==> config.mk <==
export PLATFORM = sky130hd
export DESIGN_NAME = mccu_replenish
export DESIGN_NICKNAME = d
export VERILOG_FILES = /design/src/rtl/mccu_replenish.sv
export SDC_FILE = /design/constraint.sdc
export NUM_CORES = 1
export LEC_CHECK = 0
export CAP_MARGIN = 30
export CORE_UTILIZATION = 25
export DETAILED_ROUTE_END_ITERATION = 6
export HOLD_SLACK_MARGIN = 0.02
export PLACE_DENSITY_LB_ADDON = 0.1
export SYNTH_ARGS = -nofsm -noshare
export SYNTH_HDL_FRONTEND = slang
export SYNTH_SLANG_ARGS = --single-unit
==> constraint.sdc <==
create_clock -name clk_i -period 6.13 [get_ports clk_i]
set_input_delay 0.613 -clock clk_i [delete_from_list [all_inputs] [get_ports clk_i]]
set_output_delay 0.613 -clock clk_i [all_outputs]
set_load 0.02 [all_outputs]
==> src/rtl/mccu_replenish.sv <==
// mccu_replenish: per-core weighted contention budgets with sticky interrupts and periodic
// replenish from a shadow quota. Optional overrun counter enabled by `define MCCU_OVERRUN_EN.
module mccu_replenish #(
  parameter int DATA_WIDTH    = 32,
  parameter int WEIGHTS_WIDTH = 7,
  parameter int N_CORES       = 4,
  parameter int CORE_EVENTS   = 4,
  parameter int PERIOD_WIDTH  = 16
) (
  input  logic                                           clk_i,
  input  logic                                           rstn_i,
  input  logic                                           enable_i,
  input  logic [N_CORES*CORE_EVENTS-1:0]                 events_i,
  input  logic [N_CORES*CORE_EVENTS*WEIGHTS_WIDTH-1:0]   events_weights_i,
  input  logic [N_CORES*DATA_WIDTH-1:0]                  quota_i,
  input  logic [N_CORES-1:0]                             quota_load_i,
  input  logic [PERIOD_WIDTH-1:0]                        period_i,
  input  logic [N_CORES-1:0]                             irq_clear_i,
  output logic [N_CORES*DATA_WIDTH-1:0]                  quota_o,
  output logic [N_CORES*2-1:0]                           state_o,
  output logic [N_CORES-1:0]                             interruption_quota_o,
`ifdef MCCU_OVERRUN_EN
  output logic [N_CORES*DATA_WIDTH-1:0]                  overrun_o,
`endif
  output logic [PERIOD_WIDTH-1:0]                        period_cnt_o
);

  localparam int CCC_W = WEIGHTS_WIDTH + $clog2(CORE_EVENTS);
  localparam int CMP_W = DATA_WIDTH + 1;

  typedef enum logic [1:0] {
    ST_IDLE      = 2'b00,
    ST_ACTIVE    = 2'b01,
    ST_EXHAUSTED = 2'b10
  } state_e;

  logic [CCC_W-1:0]        ccc_sum_d    [N_CORES];
  logic [CCC_W-1:0]        ccc_sum_q    [N_CORES];
  logic [DATA_WIDTH-1:0]   quota_d      [N_CORES];
  logic [DATA_WIDTH-1:0]   quota_q      [N_CORES];
  logic [DATA_WIDTH-1:0]   shadow_d     [N_CORES];
  logic [DATA_WIDTH-1:0]   shadow_q     [N_CORES];
  state_e                  state_d      [N_CORES];
  state_e                  state_q      [N_CORES];
  logic [N_CORES-1:0]      irq_d;
  logic [N_CORES-1:0]      irq_q;
  logic [PERIOD_WIDTH-1:0] period_cnt_d;
  logic [PERIOD_WIDTH-1:0] period_cnt_q;
  logic                    replenish_s;
  logic [CMP_W-1:0]        ccc_ext_s    [N_CORES];
  logic [CMP_W-1:0]        quota_ext_s  [N_CORES];

`ifdef MCCU_OVERRUN_EN
  logic [DATA_WIDTH-1:0]   overrun_d    [N_CORES];
  logic [DATA_WIDTH-1:0]   overrun_q    [N_CORES];

  // Saturating accumulate: any carry beyond DATA_WIDTH pins the count at all-ones.
  function automatic logic [DATA_WIDTH-1:0] sat_add(input logic [DATA_WIDTH-1:0] a,
                                                    input logic [CMP_W-1:0]      b);
    logic [CMP_W:0] s;
    s = (CMP_W+1)'(a) + (CMP_W+1)'(b);
    if (|s[CMP_W:DATA_WIDTH]) begin
      return '1;
    end else begin
      return s[DATA_WIDTH-1:0];
    end
  endfunction
`endif

  // Weighted sum of this cycle's events per core.
  always_comb begin
    for (int c = 0; c < N_CORES; c++) begin
      ccc_sum_d[c] = '0;
      for (int e = 0; e < CORE_EVENTS; e++) begin
        if (events_i[c*CORE_EVENTS+e]) begin
          ccc_sum_d[c] = ccc_sum_d[c]
                       + CCC_W'(events_weights_i[(c*CORE_EVENTS+e)*WEIGHTS_WIDTH +: WEIGHTS_WIDTH]);
        end else begin
          ccc_sum_d[c] = ccc_sum_d[c];
        end
      end
    end
  end

  // Replenish period counter; the wrap edge is also the replenish edge.
  always_comb begin
    period_cnt_d = period_cnt_q;
    replenish_s  = 1'b0;
    if (period_i == '0) begin
      period_cnt_d = '0;
    end else if (enable_i) begin
      if (period_cnt_q >= period_i - PERIOD_WIDTH'(1)) begin
        period_cnt_d = '0;
        replenish_s  = 1'b1;
      end else begin
        period_cnt_d = period_cnt_q + PERIOD_WIDTH'(1);
      end
    end else begin
      period_cnt_d = period_cnt_q;
    end
  end

  // Per-core budget FSM: load > replenish > enabled consumption.
  always_comb begin
    for (int c = 0; c < N_CORES; c++) begin
      quota_d[c]     = quota_q[c];
      shadow_d[c]    = shadow_q[c];
      state_d[c]     = state_q[c];
      irq_d[c]       = irq_q[c];
      ccc_ext_s[c]   = CMP_W'(ccc_sum_q[c]);
      quota_ext_s[c] = CMP_W'(quota_q[c]);
`ifdef MCCU_OVERRUN_EN
      overrun_d[c]   = overrun_q[c];
`endif
      if (irq_clear_i[c]) begin
        irq_d[c] = 1'b0;
      end else begin
        irq_d[c] = irq_q[c];
      end

      if (quota_load_i[c]) begin
        quota_d[c]  = quota_i[c*DATA_WIDTH +: DATA_WIDTH];
        shadow_d[c] = quota_i[c*DATA_WIDTH +: DATA_WIDTH];
        state_d[c]  = ST_ACTIVE;
`ifdef MCCU_OVERRUN_EN
        overrun_d[c] = '0;
`endif
      end else if (replenish_s && (state_q[c] == ST_ACTIVE || state_q[c] == ST_EXHAUSTED)) begin
        quota_d[c] = shadow_q[c];
        state_d[c] = ST_ACTIVE;
`ifdef MCCU_OVERRUN_EN
        overrun_d[c] = '0;
`endif
      end else if (enable_i) begin
        case (state_q[c])
          ST_ACTIVE: begin
            if (ccc_ext_s[c] > quota_ext_s[c]) begin
              quota_d[c] = '0;
              state_d[c] = ST_EXHAUSTED;
              irq_d[c]   = 1'b1;
`ifdef MCCU_OVERRUN_EN
              overrun_d[c] = sat_add(overrun_q[c], ccc_ext_s[c] - quota_ext_s[c]);
`endif
            end else begin
              quota_d[c] = quota_q[c] - DATA_WIDTH'(ccc_sum_q[c]);
            end
          end
          ST_EXHAUSTED: begin
            quota_d[c] = '0;
`ifdef MCCU_OVERRUN_EN
            overrun_d[c] = sat_add(overrun_q[c], ccc_ext_s[c]);
`endif
          end
          ST_IDLE: begin
            quota_d[c] = quota_q[c];
          end
          default: begin
            state_d[c] = ST_IDLE;
          end
        endcase
      end else begin
        quota_d[c] = quota_q[c];
      end
    end
  end

  // State registers.
  always_ff @(posedge clk_i or negedge rstn_i) begin
    if (!rstn_i) begin
      period_cnt_q <= '0;
      irq_q        <= '0;
      for (int c = 0; c < N_CORES; c++) begin
        ccc_sum_q[c] <= '0;
        quota_q[c]   <= '0;
        shadow_q[c]  <= '0;
        state_q[c]   <= ST_IDLE;
`ifdef MCCU_OVERRUN_EN
        overrun_q[c] <= '0;
`endif
      end
    end else begin
      period_cnt_q <= period_cnt_d;
      irq_q        <= irq_d;
      for (int c = 0; c < N_CORES; c++) begin
        ccc_sum_q[c] <= ccc_sum_d[c];
        quota_q[c]   <= quota_d[c];
        shadow_q[c]  <= shadow_d[c];
        state_q[c]   <= state_d[c];
`ifdef MCCU_OVERRUN_EN
        overrun_q[c] <= overrun_d[c];
`endif
      end
    end
  end

  for (genvar g = 0; g < N_CORES; g++) begin : g_out
    assign quota_o[g*DATA_WIDTH +: DATA_WIDTH] = quota_q[g];
    assign state_o[g*2 +: 2]                   = state_q[g];
`ifdef MCCU_OVERRUN_EN
    assign overrun_o[g*DATA_WIDTH +: DATA_WIDTH] = overrun_q[g];
`endif
  end

  assign interruption_quota_o = irq_q;
  assign period_cnt_o         = period_cnt_q;

endmodule

=== Yosys cells after proc, flatten, opt, wreduce, memory -nomap -nowiden ===
Cells that the tools add are included.
W data, S select, Z words.

* $add $sub $neg: 18
* $lt $le $gt $ge: 5
* Eq/ne operators: 16
* Multiplexer cells: 86
* Reduce and logical (&&, ||, !) cells: 34

{| class="wikitable"
|+ Operators with widths
! kind !! count
|-
| $mux W32 || 16
|-
| $pmux W32 S2 || 4
|-
| $gt A9 B32 Y1 || 4
|-
| $sub A32 B9 Y32 || 4
|-
| $add A9 B7 Y9 || 12
|-
| $mux W9 || 12
|-
| $mux W16 || 3
|-
| $mux W2 || 16
|-
| $mux W7 || 4
|-
| $mux W1 || 27
|-
| $add A16 B1 Y16 const B || 1
|-
| $ge A16 B16 Y1 || 1
|-
| $logic_not A16 Y1 || 1
|-
| $ne A4 B2 Y1 const B || 4
|-
| $pmux W2 S2 || 4
|-
| $reduce_bool A4 Y1 || 4
|-
| $sub A16 B1 Y16 const B || 1
|-
| $ne A3 B1 Y1 const B || 4
|-
| $reduce_and A3 Y1 || 4
|-
| $reduce_bool A3 Y1 || 4
|-
| $eq A2 B1 Y1 const B || 4
|-
| $eq A2 B2 Y1 const B || 4
|-
| $logic_not A2 Y1 || 4
|-
| $reduce_and A2 Y1 || 4
|-
| other kinds (4) || 13
|}

* Bits in registers: 320
* Input port bits: 283
* Output and inout bits: 156
* Logic and storage cells: 177

=== Logic depth before layout (Yosys ltp) ===
* Depth in word-level cells: 8
* Mapped depth: 25
* Gate-level depth less buffers: 24

=== Worst setup path before layout ===
OpenSTA, ideal clock, no wires.

* Kind: input -> register
* Start: input events_i[4]
* End: register ccc_sum_q (netlist bit ccc_ext_s[74])
* Library setup time: 0.121 ns
* Arrival: 4.704 ns
* Required time: 6.009 ns
* Setup slack: 1.305 ns
* Cell stages on the path: 25
* Buffers on the path: 1
* Cells stage by stage: clkbuf_1 and2_1 ha_1 inv_1 fa_1 nor2b_1 a21oi_1 or2_2 nand2_1 xor2_1 mux2i_1 inv_1 ha_1 inv_1 a21oi_1 o21a_1 nor2_1 xnor2_1 mux2_2 ha_1 or4_1 o2111ai_1 nand2b_1 o21ai_0 a22o_1

{| class="wikitable"
|+ RTL lines
! element !! line !! source
|-
| start: declaration || 13 || <nowiki>input logic [N_CORES*CORE_EVENTS-1:0] events_i,</nowiki>
|-
| end signal: indexed assignment || 185 || <nowiki>ccc_sum_q[c] <= ccc_sum_d[c];</nowiki>
|-
| end: declaration || 38 || <nowiki>logic [CCC_W-1:0] ccc_sum_q [N_CORES];</nowiki>
|}

==> qor.txt <==
outcome - finished, final reports clean
PortBufs - 438
Worst Tran Pin Value - 0.999 ns
first-pass GRT wire length - 118000 um
fmax - 194 MHz
peak supply drop - 0.000166 V
CP top delay family - simple AND/OR/NAND/NOR gates
Rel. slew slack - 0.334
total grt overflow - 0
Post-synth EDFFs - 0
Clock Tree Buf Depth - 3
Seq cells post-synth - 320
count leader, synth - dfrtp_1
Tcrit/Tclk final - 0.843
arrival time worst endpoint - 5.60 ns
top cells by count, synth - dfrtp_1, o21ai_0, nor2_1
worst path cell trace - clkdlybuf4s50_1 > and2_1 > ha_1 > inv_1 > fa_1 > nor2b_1 > o21a_1 > o21ai_0 > nand2_1 > xor2_1 > mux2i_1 > inv_1 > ha_1 > a21boi_0 > o21a_1 > nor2_1 > xnor2_1 > mux2_2 > ha_1 > or4_1 > o2111ai_1 > nand2b_1 > o21ai_0 > a22o_1
Yosys warning count - 0
Post-Route WL - 76600 um
GPL Wtd Cong - 0.815
CTS buffer count - 43
DIE HEIGHT - 298 um
Tot GR Track Use - 0.168
CTS tree - built
drt via density - 4.97
Tot Pwr - 9400 uW
clk_skew - 0.0241 ns
drt pass-1 iters - 6
sequential share of the synthesized area - 0.365
final worst setup slack - 0.965 ns
nets - 3223
H-tree Lvls - 2
CTS Sinks - 320
Synth Cell Area - 22000 um2
vias in the first global route - 19.9k
hpwl dp - 57500 um
largest net degree at the start of global routing - 154
Worst-Skew Late Latency - 0.57 ns
die area - 89100 um2
syn_area_per_cell - 9.30 um2
Worst setup SP type - input pin
Area Overhead vs Synth - 32.1%
I/O pins - 439
# rows - 108
root buf cell - clkbuf_16
syn nets - 2808
HP Start - shadow_q[77]
Chip Width - 298 um
endpoint type of the worst setup path - flip-flop
slowest CP cell - clkdlybuf4s50_1
WP buf/inv - 3
Synth Instances - 2363
most used flip-flop cell after synthesis - dfrtp_1
CP max FO - 10
synth unique cells - 82
Initial Util - 0.253
drt initial violations - 1280
critical path type - input pin to flip-flop
Wirelength per Cell - 19.3 um
cell taking the most area after synthesis - dfrtp_1
clock slew at reported path FFs - 0.06 ns
RSZ-0062 raised after global routing - no
Tmin final - 5.16 ns
via count - 19.7k
R2R Path Start - quota_o[96]
Worst Hold Class - flip-flop to flip-flop
Core ar. - 86900 um2
Hold Violations, Final - 0
Synth top area share - 0.365
Worst Setup SP - events_i[8]
Critical Path RT - 6.56 ns
Post-Place Setup Slack - 0.429 ns
Max Transition Viols Final - 0
Max-cap violations - 0
Final Setup Violations - 0
DRC viols - 0
FFs w/ async S/R, synth - 1.00
CP max stage delay - 0.65 ns
PwrDens - 324 nW/um2
Fin Setup TNS - 0 ns
Resize count post-CTS - 0
share of post-route cells with drive strength above 1 - 0.105
remaining antenna violation count - 0
Crit path top cell by count - ha_1
synth top area cells - dfrtp_1, ha_1, mux2_2
initial antenna violation count - 17
P_leak - 0.0118 uW
## metrics by stage
step	std cells	util	hold slack, ns	instance area, um2
finish	3970	0.334	0.502	29000
global route	3969	0.334	0.516	29000
detailed placement	3887	0.318	0.496	27700
floorplan	2363	-	0.317	22000
CTS	3964	0.334	0.508	29000
global placement	3886	0.318	0.482	27600
## flip-flops by register name (all words and copies together), names as in the netlist
signal / flops
ccc_ext_s: 36
interruption_quota_o: 4
period_cnt_o: 16
quota_o: 128
shadow_q: 128
state_o: 8
## cell families (layout without fill, tap and decap cells)
kind of cell / after synthesis / in the layout / synth area share
AO/OA/AOI/OAI: 725 / 725 / 0.222
AND/OR/NAND/NOR: 647 / 647 / 0.146
flip-flops: 320 / 320 / 0.365
buffers and inverters: 239 / 685 / 0.0436
multiplexers: 168 / 168 / 0.0854
adder cells (fa/ha/maj): 163 / 163 / 0.0982
XOR/XNOR: 101 / 101 / 0.0403
other: 0 / 6 / 0
## power breakdown
part	internal (uW)	leakage [uW]	switching, uW
clock network	1470	0.000659	993
registers	2510	0.00384	400
logic	1880	0.00730	2150
total	5860	0.0118	3540
## cell usage in the layout (no fill, tap or decap), types with 20 or more instances in the layout
| master | netlist | layout |
|---|---|---|
| clkdlybuf4s50_1 | 0 | 433 |
| dfrtp_1 | 320 | 320 |
| o21ai_0 | 197 | 197 |
| nor2_1 | 195 | 194 |
| mux2_2 | 155 | 155 |
| ha_1 | 146 | 146 |
| nand2_1 | 136 | 136 |
| inv_1 | 135 | 135 |
| a21oi_1 | 132 | 132 |
| nor3_1 | 74 | 70 |
| xnor2_1 | 60 | 60 |
| a22o_1 | 53 | 53 |
| clkbuf_16 | 0 | 43 |
| xor2_1 | 41 | 41 |
| nand3_1 | 38 | 38 |
| a22oi_1 | 37 | 37 |
| a222oi_1 | 36 | 36 |
| nor2b_1 | 35 | 35 |
| buf_4 | 3 | 33 |
| o21a_1 | 32 | 32 |
| or3_1 | 32 | 32 |
| a21o_1 | 30 | 30 |
| nand2b_1 | 24 | 24 |
| a31oi_1 | 23 | 23 |
| a221oi_1 | 22 | 22 |
| and2_1 | 20 | 20 |
## per-layer routing
layer	track usage	wire [um]	vias up
met5	0	126	-
met4	0.0491	1800	20
met3	0.0487	5230	114
met2	0.270	35500	453
met1	0.217	34000	9528
li1	-	-	9607
## worst min-delay path, cell delays in order, from the launching register on
cell     delay [ns]
dfrtp_1        0.34
nand2_1        0.05
nand4_1        0.07
## final cells by class
| class | instances | area (um2) |
|---|---|---|
| fillers | 8887 | 57900 |
| multi-input cells | 1804 | 13000 |
| flip-flops and latches | 320 | 8010 |
| repair buffers | 474 | 4670 |
| well taps | 1155 | 1450 |
| clock buffers | 67 | 1250 |
| inverters | 135 | 507 |
| clock inverters | 9 | 101 |
| diodes | 6 | 15.0 |
## final timing paths
path / end / cells past startpoint / slack (ns)
setup / recovery: ccc_ext_s[41] / 24 / 0.97
hold / removal: quota_o[45] / 2 / 0.50
setup reg to reg: quota_o[119] / 13 / 2.29
hold reg to reg: quota_o[45] / 2 / 0.50
max in group asynchronous: shadow_q[5] / 3 / 4.12
min in group asynchronous: period_cnt_o[8] / 2 / 0.57
## repair_timing
item / in CTS / in global routing
hold buffers: 1 / 0
endpoints found under the hold margin: 5 / 0
setup buffers: 0 / 0
Power figures use the tool's default switching activity.
==> edit 1, RTL diff (config.mk and constraints unchanged) <==
Change the parameter `WEIGHTS_WIDTH` from 7 to 9.
--- a/src/rtl/mccu_replenish.sv
+++ b/src/rtl/mccu_replenish.sv
@@ -2,7 +2,7 @@
 // replenish from a shadow quota. Optional overrun counter enabled by `define MCCU_OVERRUN_EN.
 module mccu_replenish #(
   parameter int DATA_WIDTH    = 32,
-  parameter int WEIGHTS_WIDTH = 7,
+  parameter int WEIGHTS_WIDTH = 9,
   parameter int N_CORES       = 4,
   parameter int CORE_EVENTS   = 4,
   parameter int PERIOD_WIDTH  = 16
Interface: changed (resized events_weights_i); port bits go from 439 to 471. No check against the original RTL was run, so the function may have changed too.
==> edit 1 against the original RTL <==
- sequential cell count grew 8
- final area grew 9.3%
- routed wire length is 12% higher
- clock skew is 0.0042 ns higher
- area after synthesis grew 9.1%
- worst setup slack got worse by 0.28 ns
- total power increased by 14%
==> edit 1: results (changes against the original RTL) <==
Status
  • Status: complete, no violations (unchanged)

STA
  • Hold slack: 0.4815 ns (was 0.5020 ns)
  • Worst Skew: 0.02838 ns (was 0.02414 ns)
  • Relative slew slack: 28.99% (was 33.39%)

Placement
  • Place WS: 0.1640 ns (was 0.4292 ns)
  • Post-placement cell count: 4307 (was 3887)
  • Placed Area: 30170 um2 (was 27650 um2)
  • I/O Buffers: 470 (was 438)
  • DP HPWL: 66.40 mm (was 57.55 mm)
  • GPL Wtd Cong: 0.8471 (was 0.8146)

Synthesis
  • Syn_area_per_cell: 9.052 um2 (was 9.296 um2)
  • Synthesized Nets: 3153 (was 2808)
  • Most frequent cells after synthesis: 328 x dfrtp_1, 217 x nor2_1, 193 x o21ai_0 (was 320 x dfrtp_1, 197 x o21ai_0, 195 x nor2_1)
  • Register area share after synthesis: 34.26% (was 36.45%)
  • Yosys cell types: 81 (was 82)
  • Top cells by area, synth: dfrtp_1 34%, ha_1 9.3%, mux2_2 8.1% (was dfrtp_1 36%, ha_1 8.3%, mux2_2 7.9%)

Finish
  • Nets: 3595 (was 3223)
  • Seq. cell area: 8208 um2 (was 8008 um2)
  • Layout cells sized above 1: 10.73% (was 10.54%)
  • # fillers: 9825 (was 8887)
  • Final non-filler cell total: 4400 (was 3970)

Route
  • WL met1: 37.32 mm (was 33.99 mm)
  • Drt total wl: 86.07 mm (was 76.64 mm)
  • Met2 routed wirelength: 41.40 mm (was 35.49 mm)
  • Post-DR vias/cell: 5.029 (was 4.968)
  • Detailed Route Iter0 Violations: 1300 (was 1280)
  • WL met3: 4.459 mm (was 5.229 mm)

GRT
  • Initial antenna violation count: 16 (was 17)
  • Met1 Use GR: 21.40% (was 21.66%)
  • Met2 Track Usage GR: 29.24% (was 27.02%)
  • Global-route wire length before repair: 132.2 mm (was 118.3 mm)
  • Vias in the first global route: 22470 (was 19910)
  • Total GRT Usage: 17.22% (was 16.78%)

Worst setup path
  • FF-to-FF End: quota_o[109] (was quota_o[119])
  • R2R Setup Slk: 2.07 ns (was 2.29 ns)
  • CP delay by family, top: compound AO/OA/AOI/OAI gates (was simple AND/OR/NAND/NOR gates)
  • Critical Path Max Stage Delay: 0.48 ns (was 0.65 ns)
  • Worst reg2reg path depth: 14 (was 13)
  • Critical Path Fanout Max: 15 (was 10)

Clocking
  • Inserted Clock Buffers: 44 (was 43)
  • Hold_buf cts: 1 (unchanged)

Power and ir drop
  • Pleak: 13.10 nW (was 11.80 nW)
  • Worst ir drop on vdd: 174.7 uV (was 165.6 uV)

Min path
  • Hold path start: shadow_q[30] (was shadow_q[77])
  • Hold endpoint: shadow_q[30] (was quota_o[45])
==> edit 1: cell count changes after synthesis, moves of 22 or more <==
cell / unedited run / this run
xnor2_1: 60 / 103
ha_1: 146 / 179
nand3_1: 38 / 66
clkbuf_1: 64 / 103
nor2_1: 195 / 217
o211ai_1: 5 / 31
a22o_1: 53 / 22
nand2_1: 136 / 177
a21oi_1: 132 / 181
==> edit 1: cells by family after synthesis <==
logic type | count (synthesis) | share of synthesized area [%]
compound gates | 782 | 21.87
simple gates | 749 | 15.15
flops | 328 | 34.26
buf+inv | 259 | 4.136
fa+ha+maj | 198 | 10.64
mux | 180 | 8.418
xor+xnor | 151 | 5.520
==> edit 1: tightest hold or removal path, cell delays in order, from the launching register on <==
cell and delay (ns):
dfrtp_1 0.32, nand2b_1 0.06, nand2_1 0.06
==> edit 1: final cells by class <==
type                       count  share of cell area (%)
multi-input combinational   2060                   46.60
clock buffer                  65                   4.127
antenna                       13                  0.1025
timing repair buffer         519                   16.02
sequential                   328                   25.86
inverter                     136                   1.608
tap                         1265                   4.987
clock inverter                14                  0.6977
==> edit 1: power by group <==
group	internal (W)	switching, W
Sequential	0.00260	0.000420
Combinational	0.00228	0.00264
Clock	0.00169	0.00107
==> edit 1: how the worst max path moves through the flow <==
| stage | slack (ns) | cells after the start | endpoint | start |
|---|---|---|---|---|
| after floorplan | 0.96 | 23 | ccc_ext_s[75] | events_i[4] |
| after global placement | 0.27 | 25 | ccc_ext_s[76] | events_i[4] |
| after detailed placement | 0.16 | 25 | ccc_ext_s[76] | events_i[4] |
| after CTS | 0.78 | 25 | ccc_ext_s[76] | events_i[4] |
| after global routing | 0.32 | 26 | ccc_ext_s[109] | events_i[0] |
| final | 0.68 | 26 | ccc_ext_s[109] | events_i[0] |
==> edit 2, RTL diff (same flow settings) <==
Without the edit above. Add an input register stage for `period_i`, cleared by the reset; this delays it by one clock. The other inputs are not delayed to match.
--- a/src/rtl/mccu_replenish.sv
+++ b/src/rtl/mccu_replenish.sv
@@ -34,6 +34,16 @@
     ST_EXHAUSTED = 2'b10
   } state_e;
 
+  logic [PERIOD_WIDTH-1:0] period_q;
+
+  always_ff @(posedge clk_i or negedge rstn_i) begin
+    if (!rstn_i) begin
+      period_q <= '0;
+    end else begin
+      period_q <= period_i;
+    end
+  end
+
   logic [CCC_W-1:0]        ccc_sum_d    [N_CORES];
   logic [CCC_W-1:0]        ccc_sum_q    [N_CORES];
   logic [DATA_WIDTH-1:0]   quota_d      [N_CORES];
@@ -86,10 +96,10 @@
   always_comb begin
     period_cnt_d = period_cnt_q;
     replenish_s  = 1'b0;
-    if (period_i == '0) begin
+    if (period_q == '0) begin
       period_cnt_d = '0;
     end else if (enable_i) begin
-      if (period_cnt_q >= period_i - PERIOD_WIDTH'(1)) begin
+      if (period_cnt_q >= period_q - PERIOD_WIDTH'(1)) begin
         period_cnt_d = '0;
         replenish_s  = 1'b1;
       end else begin
Check against the original RTL: not settled (the Yosys comparison gave no result); the edit may change what the design does.
==> edit 2 against the original RTL <==
- first-iteration DRC count fell by 5.6%
- clock skew rose by 0.0041 ns
- final area rose by 4.1%
- routed wire length rose by 5.9%
- worst setup slack got worse by 0.032 ns
- sequential cell count rose by 16
- area after synthesis rose by 4.9%
- critical endpoint is now ccc_ext_s[107]
- total power rose by 14%
- critical path type unchanged
- final cell count rose by 4.0%
- highest routed layer unchanged
- synthesized cell count rose by 6.1%
- register-to-register slack got worse by 1.1 ns
==> edit 2: results (changes against the original RTL) <==
Synthesis
  • Synthesized Nets: 2953 (was 2808)
  • Top cells by area, synth: dfrtp_1 36%, ha_1 7.9%, mux2_2 6.1% (was dfrtp_1 36%, ha_1 8.3%, mux2_2 7.9%)
  • Yosys cell types: 93 (was 82)
  • Register area share after synthesis: 36.48% (was 36.45%)
  • Post-Syn Instances: 2508 (was 2363)
  • Most frequent cells after synthesis: 336 x dfrtp_1, 194 x o21ai_0, 191 x nor2_1 (was 320 x dfrtp_1, 197 x o21ai_0, 195 x nor2_1)

GRT
  • Total GRT Usage: 16.99% (was 16.78%)
  • Global-route wire length before repair: 126.1 mm (was 118.3 mm)
  • Initial antenna violation count: 15 (was 17)
  • Largest net degree at the start of global routing: 148 (was 154)
  • Vias in the first global route: 21310 (was 19910)

STA
  • Relative slew slack: 32.35% (was 33.39%)
  • Hold slack: 0.4262 ns (was 0.5020 ns)
  • Max frequency: 192.4 MHz (was 193.6 MHz)

Power and ir drop
  • Pleak: 12.35 nW (was 11.80 nW)
  • P_clk: 0.00268 W (was 0.00247 W)
  • Sw power: 0.004233 W (was 0.003541 W)
  • Final Power: 0.01071 W (was 0.009399 W)

Route
  • Drt total wl: 81.13 mm (was 76.64 mm)
  • Detailed Route Iter0 Violations: 1208 (was 1280)
  • Drt pass-1 iters: 5 (was 6)
  • Post-DR vias/cell: 5.126 (was 4.968)

Worst setup path
  • Crit path from: events_i[0] (was events_i[8])
  • R2R Setup Slk: 1.15 ns (was 2.29 ns)
  • Worst reg2reg path depth: 15 (was 13)
  • CP Capture Point: ccc_ext_s[107] (was ccc_ext_s[41])
  • FF-to-FF End: quota_o[18] (was quota_o[119])
  • Critical Path Max Stage Delay: 0.69 ns (was 0.65 ns)
  • Reg2reg start: period_q[0] (was quota_o[96])
  • CP Data Arrival Time: 5.64 ns (was 5.60 ns)
  • Critical Path Fanout Max: 11 (was 10)

Status
  • Status: complete, no violations (unchanged)

Finish
  • Layout cells sized above 1: 9.810% (was 10.54%)
  • Nets: 3356 (was 3223)
  • # fillers: 9278 (was 8887)

Min path
  • HP Class: input port to flip-flop (was flip-flop to flip-flop)
  • Hold endpoint: shadow_q[5] (was quota_o[45])

Placement
  • Post-placement cell count: 4036 (was 3887)
  • Place WS: 0.4044 ns (was 0.4292 ns)
  • DP HPWL: 60.89 mm (was 57.55 mm)
  • Placed Area: 28690 um2 (was 27650 um2)
  • GPL Wtd Cong: 0.8645 (was 0.8146)

Clocking
  • Reg clk slew, reported paths: 0.06 ns (about the same)
  • Inserted Clock Buffers: 46 (was 43)
==> edit 2: logic make-up (layout without fill, tap and decap cells) <==
family                   count (synthesis)  after routing  share of synthesized area, %
AO/OA/AOI/OAI                          803            803                         24.14
XOR/XNOR                                74             74                         2.812
adder cells (fa/ha/maj)                162            162                         9.315
buffers and inverters                  266            704                         4.603
flip-flops                             336            336                         36.48
multiplexers                           136            136                         6.585
other                                    0              8                             0
AND/OR/NAND/NOR                        731            731                         16.07
==> edit 2: final cells by class <==
| cell class | count | area, um2 | area share (%) |
|---|---|---|---|
| Multi-Input combinational cell | 1906 | 13600 | 45.02 |
| Clock buffer | 70 | 1321 | 4.372 |
| Antenna cell | 8 | 20.02 | 0.06625 |
| Inverter | 146 | 548.0 | 1.814 |
| Tap cell | 1176 | 1471 | 4.869 |
| Sequential cell | 336 | 8408 | 27.82 |
| Clock inverter | 13 | 158.9 | 0.5258 |
| Timing Repair Buffer | 475 | 4687 | 15.51 |
==> edit 2: layer usage <==
metal	global-route usage, %	part of all wire (%)	vias up
met3	3.667	5.6	106
met2	27.80	47	506
met1	22.39	45	10350
met5	0	0.13	-
met4	4.791	2.1	16
li1	-	-	10190
==> edit 2: critical path, delay by kind of cell <==
| kind | cells | cell delay [ns] |
|---|---|---|
| XOR/XNOR | 1 | 0.11 |
| AND/OR/NAND/NOR | 8 | 1.33 |
| adder cells (fa/ha/maj) | 4 | 1.24 |
| buffers and inverters | 2 | 0.75 |
| AO/OA/AOI/OAI | 9 | 1.60 |
==> edit 2: repair_timing <==
| action | in CTS | in global routing |
|---|---|---|
| endpoints found under the hold margin | 59 | 0 |
| endpoints found under the setup margin | 0 | 0 |
| resized for setup | 0 | 0 |
| hold buffers | 1 | 0 |
